$ cat src/rtl/tp_input_monitor.sv
// rtl/tp_input_monitor.sv - testpoint debouncer, rising-edge counters, snapshot shadows; optional injection via TP_INJECT_EN
module tp_input_monitor #(
    parameter int DEB_LEN = 4,
    parameter int CNT_W   = 16
) (
    input  logic             CLK,
    input  logic             RST_B,
    input  logic [3:0]       TP_IN,
    output logic [3:0]       TP_LVL,
    output logic [3:0]       TP_PULSE,
    input  logic             CNT_CLR,
    input  logic             SNAP_REQ,
    output logic             SNAP_ACK,
    input  logic [1:0]       RD_SEL,
    output logic [CNT_W-1:0] RD_DATA,
    input  logic             INJ_ENA,
    output logic             INJ_L1A,
    output logic             INJ_LCT
);

    localparam logic [3:0] DEB_MAX = 4'(DEB_LEN - 1);

    typedef enum logic [1:0] {
        IDLE = 2'd0,
        CAPT = 2'd1,
        ACK  = 2'd2
    } snap_state_e;

    logic [3:0]            sync1_q, sync2_q;
    logic [3:0]            lvl_q, lvl_d;
    logic [3:0]            pulse_q, pulse_d;
    logic [3:0][3:0]       stab_q, stab_d;
    logic [3:0][CNT_W-1:0] cnt_q, cnt_d;
    logic [3:0][CNT_W-1:0] shadow_q, shadow_d;
    snap_state_e           state_q, state_d;

    // A channel only flips after its synchronized value has differed for DEB_LEN cycles in a row.
    always_comb begin
        lvl_d   = lvl_q;
        pulse_d = '0;
        stab_d  = '0;
        for (int i = 0; i < 4; i++) begin
            if (sync2_q[i] != lvl_q[i]) begin
                if (stab_q[i] == DEB_MAX) begin
                    lvl_d[i]   = ~lvl_q[i];
                    pulse_d[i] = ~lvl_q[i];
                end else begin
                    stab_d[i] = stab_q[i] + 4'd1;
                end
            end
        end
    end

    always_comb begin
        cnt_d = cnt_q;
        for (int i = 0; i < 4; i++) begin
            if (CNT_CLR) begin
                cnt_d[i] = '0;
            end else if (pulse_q[i] && (cnt_q[i] != '1)) begin
                cnt_d[i] = cnt_q[i] + CNT_W'(1);
            end
        end
    end

    // Shadows take the live counters as they stand before this cycle's increment or clear.
    always_comb begin
        state_d  = state_q;
        shadow_d = shadow_q;
        case (state_q)
            IDLE: begin
                if (SNAP_REQ) begin
                    state_d = CAPT;
                end
            end
            CAPT: begin
                shadow_d = cnt_q;
                state_d  = ACK;
            end
            ACK: begin
                if (!SNAP_REQ) begin
                    state_d = IDLE;
                end
            end
            default: state_d = IDLE;
        endcase
    end

    always_ff @(posedge CLK or negedge RST_B) begin
        if (!RST_B) begin
            sync1_q  <= '0;
            sync2_q  <= '0;
            lvl_q    <= '0;
            pulse_q  <= '0;
            stab_q   <= '0;
            cnt_q    <= '0;
            shadow_q <= '0;
            state_q  <= IDLE;
        end else begin
            sync1_q  <= TP_IN;
            sync2_q  <= sync1_q;
            lvl_q    <= lvl_d;
            pulse_q  <= pulse_d;
            stab_q   <= stab_d;
            cnt_q    <= cnt_d;
            shadow_q <= shadow_d;
            state_q  <= state_d;
        end
    end

    assign TP_LVL   = lvl_q;
    assign TP_PULSE = pulse_q;
    assign SNAP_ACK = (state_q == ACK);
    assign RD_DATA  = shadow_q[RD_SEL];

`ifdef TP_INJECT_EN
    logic inj_l1a_q, inj_lct_q;

    always_ff @(posedge CLK or negedge RST_B) begin
        if (!RST_B) begin
            inj_l1a_q <= 1'b0;
            inj_lct_q <= 1'b0;
        end else begin
            inj_l1a_q <= pulse_q[0] & INJ_ENA;
            inj_lct_q <= pulse_q[1] & INJ_ENA;
        end
    end

    assign INJ_L1A = inj_l1a_q;
    assign INJ_LCT = inj_lct_q;
`else
    logic unused_inj_ena;

    assign unused_inj_ena = INJ_ENA;
    assign INJ_L1A        = 1'b0;
    assign INJ_LCT        = 1'b0;
`endif

endmodule

$ cat config.mk
export PLATFORM = sky130hd
export DESIGN_NAME = tp_input_monitor
export DESIGN_NICKNAME = d
export VERILOG_FILES = /design/src/rtl/tp_input_monitor.sv
export SDC_FILE = /design/constraint.sdc
export NUM_CORES = 1
export LEC_CHECK = 0
export CELL_PAD_IN_SITES_DETAIL_PLACEMENT = 0
export CELL_PAD_IN_SITES_GLOBAL_PLACEMENT = 2
export CORE_AREA = 2 2 154 119
export DETAILED_ROUTE_END_ITERATION = 12
export DIE_AREA = 0 0 156 121
export DONT_BUFFER_PORTS = 1
export PLACE_DENSITY = 0.87
export SLEW_MARGIN = 10
export SYNTH_ARGS = -nofsm -noshare
export SYNTH_HDL_FRONTEND = slang
export SYNTH_SLANG_ARGS = --single-unit
export TNS_END_PERCENT = 10
$ cat constraint.sdc
create_clock -name CLK -period 2.2 [get_ports CLK]
set_clock_uncertainty 0.05 [all_clocks]
set_input_delay 0.44 -clock CLK [delete_from_list [all_inputs] [get_ports CLK]]
set_output_delay 0.44 -clock CLK [all_outputs]
set_load 0.02 [all_outputs]
* Yosys cells after proc, flatten, opt, wreduce, memory -nomap -nowiden
Cells that the tools add are included.
** Cells by class
- Reductions and logical operators :: 14
- Order comparisons :: 1
- Add/subtract/negate cells :: 8
- Muxes and demuxes :: 29
- Bitwise logic cells :: 4
- Equal/unequal tests :: 16
** Operators by type and width (number)
- 16-bit two-way mux :: 9
- 16-bit by 1-bit adder with 16-bit output (second input constant) :: 4
- 16-bit inequality test (second input constant) :: 4
- 16-bit binary-select mux with 2-bit select :: 1
- 4-bit two-way mux :: 8
- 4-bit by 1-bit adder with 4-bit output (second input constant) :: 4
- 4-bit by 2-bit == test with 1-bit output (second input constant) :: 4
- 2-bit AND reduction :: 5
- 1-bit two-way mux :: 8
- 2-bit nonzero test :: 4
- 2-bit one-hot mux with 3 select lines :: 1
- 1-bit logical AND :: 4
- 2-bit two-way mux :: 2
- 1-bit inequality test :: 4
- 2-bit inequality test (second input constant) :: 2
- 1-bit inverter :: 4
- 2-bit by 3-bit less-than comparator with 1-bit output (second input constant) :: 1
- 2-bit by 1-bit == test with 1-bit output (second input constant) :: 1
- 2-bit == test (second input constant) :: 1
- 2-bit zero test :: 1
** Storage, ports and cells
- Input bits :: 11
- Flip-flop bits (word level) :: 162

* Logic depth before layout (Yosys ltp)
- Word-level depth :: 4
- Gate-level depth with buffers :: 7
- Gate-level depth less buffers :: 6

* Worst setup path before layout
OpenSTA, ideal clock, no wires.
- Path kind :: in2out
- Start point :: in RD_SEL[0]
- End point :: out RD_DATA[10]
- Required time :: 1.710 ns
- Stages on the path :: 3
- Arrival :: 1.568 ns
- Setup slack :: 0.142 ns
- Cells stage by stage :: buf_2 buf_2 mux4_2
** Between the ends
- Cells in the longest elaborated chain, start to end :: 2
** Ends and longest elaborated chain
- start: declaration :: RTL line 14 : input logic [1:0] RD_SEL,
- 16-bit binary-select mux with 2-bit select :: RTL line 113 : assign RD_DATA = shadow_q[RD_SEL];
- 16-bit two-way mux (not written as such) :: RTL line 113
- end: declaration :: RTL line 15 : output logic [CNT_W-1:0] RD_DATA,
No other way between the ends. The select of a mux whose other input is x is not followed.

* Final worst setup path
- Start point :: reg cnt_q[0] in the netlist's numbering
- End point :: reg cnt_q[10] in the netlist's numbering
** Between the ends
- Cells in the longest elaborated chain, start to end :: 3
** Ends and longest elaborated chain
- start: declaration :: RTL line 33 : logic [3:0][CNT_W-1:0] cnt_q, cnt_d;
- start signal: assignment :: RTL line 104 : cnt_q <= cnt_d;
- 16-bit by 1-bit adder with 16-bit output or 16-bit inequality test (tied branches) :: RTL line 60, 59
- 16-bit two-way mux or 1-bit logical AND (tied branches) :: RTL line 59 : end else if (pulse_q[i] && (cnt_q[i] != '1)) begin
- 16-bit two-way mux or 2-bit nonzero test (tied branches)
Parallel ways exist; a longest one is shown, timed or not. The select of a mux whose other input is x is not followed.
A chain may end at the register's enable or synchronous reset.

==> impl_metrics.tcl <==
set metrics [dict create \
    vias 4782 \
    wl_mm 15.41 \
    finalCritPeriodShare 0.8967 \
    period_needed_ns 1.973 \
    synth_cells 621 \
    maxSlewViolCount 0 \
    synth_compound_area_frac 0.05506 \
    grt-ovfl-total 0 \
    antenna_found_initial 0 \
    rows 42 \
    fmax_ghz 0.5069 \
    first_global_vias 4784 \
    grt_max_degree 163 \
    ir_worst_vdd_mv 0.4364 \
    drc 0 \
    crit_type "register to register" \
    clkSlewWorstSetupHoldPaths_ns 0.06 \
    syn_area_um2 7498 \
    yosysWarnings 0 \
    worst_slew_pin_slew_ns 0.5793 \
    wire_per_inst_um 17.94 \
    synth.avg_cell_area_um2 12.07 \
    status "finished with violations" \
    synth_most_common_cell "dfrtp_1" \
    synthAdderAreaFrac 0.01335 \
    postCtsSetupBuffers 0 \
    synth_top_area_frac 0.5406 \
    start_util 0.4337 \
    clockBufferDepth 2 \
    areaGrowthSynthToFinish_pct 12.26 \
    finish.net_count 645 \
    first_pass_iters 4 \
    fill_cells 1499 \
    clock_latency_ns 0.43 \
    gp_congestion 0.8480 \
    finalHoldViolations 162 \
    synthXorXnorAreaFrac 0.05490 \
    p_per_area_nw_per_um2 858.8 \
    gr-max-usage-layer "met2" \
    rsz0062_at_grt "no" \
    cts_max_level 4 \
    drtIter0Drc 335 \
    synth_common_cells "dfrtp_1 (162), mux2_2 (66), nor2_1 (63)" \
    io_buffer_count 0 \
    cp-start-kind "register" \
    finalSetupViolCount 0 \
    synth_ff_type "dfrtp_1" \
    synth_cell_types 53 \
    cts_tree "built" \
    synth_seq_area_share 0.5406 \
    cts_root_buffer "clkbuf_16" \
    drive_gt1_frac 0.2066 \
    synth-seq-cells 162 \
    worst_ep_arrival_time_ns 2.24 \
    required_ns 2.47 \
    power.leakage_nw 3.678 \
    coreArea_um2 17290 \
    synth-edff-count 0 \
    gr-usage-met1 0.2551 \
    violations "hold timing" \
    met2_usage 0.2608 \
    met3_usage 0.06143 \
    worst_setup_path_end_kind "register" \
    antennaDiodeCount 0 \
    relSlewSlack 0.6125 \
    synthMuxAreaShare 0.1565 \
    cts.sinks 162 \
    synthArstFlopShare 1.000 \
    yosysTopAreaCell "dfrtp_1" \
    hpwl_mm 10.48 \
    synth-simple-area-share 0.1607 \
    cts_buffers 17 \
    io_pins 38 \
    die_area_um2 18880 \
    min_path_type "primary input to async pin" \
    die_w_um 156 \
    synth_top_family_by_area "simple AND/OR/NAND/NOR gates" \
    grt_pass1_wl_mm 25.65 \
    cp_max_fo 5 \
    grt_usage 0.1792 \
    maxCapViolations 0 \
    finalSetupTns_ns 0 \
    routed_via_density 5.567 \
    cts-resized-gates 0 \
    die_h_um 121 \
    ant_nets 0 \
    synth_area_leaders "dfrtp_1 (54%), mux2_2 (9.9%), mux4_2 (4.8%)" \
    holdWs_ns -0.3381 \
]
## registers in the layout (all words and copies together), names as in the netlist
register,flops
state_q,2
TP_PULSE,4
sync1_q,4
TP_LVL,4
cnt_q,64
sync2_q,4
stab_q,16
shadow_q,64
## repair_timing
item / in CTS / in global routing
endpoints found under the hold margin: 166 / 163
endpoints found under the setup margin: 0 / 0
hold buffers: 4 / 1
## power by group
| part | internal, mW | leakage (nW) | switching (mW) | total (mW) |
|---|---|---|---|---|
| clock network | 2.07 | 0.304 | 1.17 | 3.24 |
| logic | 0.351 | 1.15 | 0.332 | 0.684 |
| registers | 3.12 | 2.23 | 0.179 | 3.30 |
| total | 5.55 | 3.68 | 1.68 | 7.23 |
## final timing paths
kind | slack, ns | cells past startpoint | endpoint | startpoint
setup / recovery | 0.23 | 6 | cnt_q[10]$_DFFE_PN0P_ | cnt_q[0]$_DFFE_PN0P_
hold / removal | -0.34 | 0 | cnt_q[9]$_DFFE_PN0P_ | RST_B
setup reg to reg | 0.23 | 6 | cnt_q[10]$_DFFE_PN0P_ | cnt_q[0]$_DFFE_PN0P_
hold reg to reg | 0.30 | 0 | sync2_q[0]$_DFF_PN0_ | sync1_q[0]$_DFF_PN0_
max in group asynchronous | 2.20 | 0 | cnt_q[3]$_DFFE_PN0P_ | RST_B
min in group CLK | 0.02 | 1 | cnt_q[56]$_DFFE_PN0P_ | CNT_CLR
## metal layers
layer,wire length (µm),vias up
met5,0,-
met4,161,0
met3,758,14
met2,6842,75
met1,7645,2430
li1,-,2263
## critical path, stage by stage (launching register included)
cell and delay, ns:
dfrtp_1 0.43, ha_1 0.26, nand4_1 0.24, a2111oi_2 0.53, nand3_1 0.15, xor2_1 0.15
nor2_1 0.05
## per-stage QoR
| step | setup WS (ns) | cell area [µm²] | power (mW) | cells | utilization |
|---|---|---|---|---|---|
| floorplan | 0.1417 | 7502 | 3.922 | 622 | - |
| global placement | 0.2913 | 7722 | 4.002 | 822 | 0.4467 |
| detailed placement | 0.2842 | 7722 | 4.042 | 822 | 0.4467 |
| CTS | 0.2445 | 8408 | 7.309 | 858 | 0.4863 |
| global route | 0.07481 | 8418 | 7.556 | 859 | 0.4869 |
| finish | 0.2273 | 8418 | 7.230 | 859 | 0.4869 |
## placed cells by master, fill, tap and decap left out, types with 8 or more instances in the layout
master / count
dfrtp_1: 162
mux4_2: 16
a21oi_1: 17
nor3_1: 20
nand3_1: 32
mux2_2: 66
nand2_1: 29
nor2_1: 63
ha_1: 8
xnor2_1: 27
nand4_1: 16
o21ai_0: 11
and3_1: 10
xor2_1: 20
clkbuf_16: 17
## kinds of logic (layout without fill, tap and decap cells)
kind of cell | after synthesis | count (layout)
xor gates and xnor gates | 47 | 47
and+or+nand+nor | 224 | 224
buffers and inverters | 32 | 49
DFF | 162 | 162
other | 1 | 2
muxes | 89 | 89
AOI/OAI and AO/OA | 58 | 58
adders and majority gates | 8 | 8
## cell type report
class	count	area, µm²	share of cell area
clock buffers	23	467.9	0.05559
clock inverters	9	177.7	0.02111
inverters	6	22.52	0.002675
multi-input cells	428	3313	0.3936
flip-flops and latches	162	4054	0.4816
well taps	220	275.3	0.03270
repair buffers	11	107.6	0.01278
No activity file was read; power rests on OpenSTA's default activity.
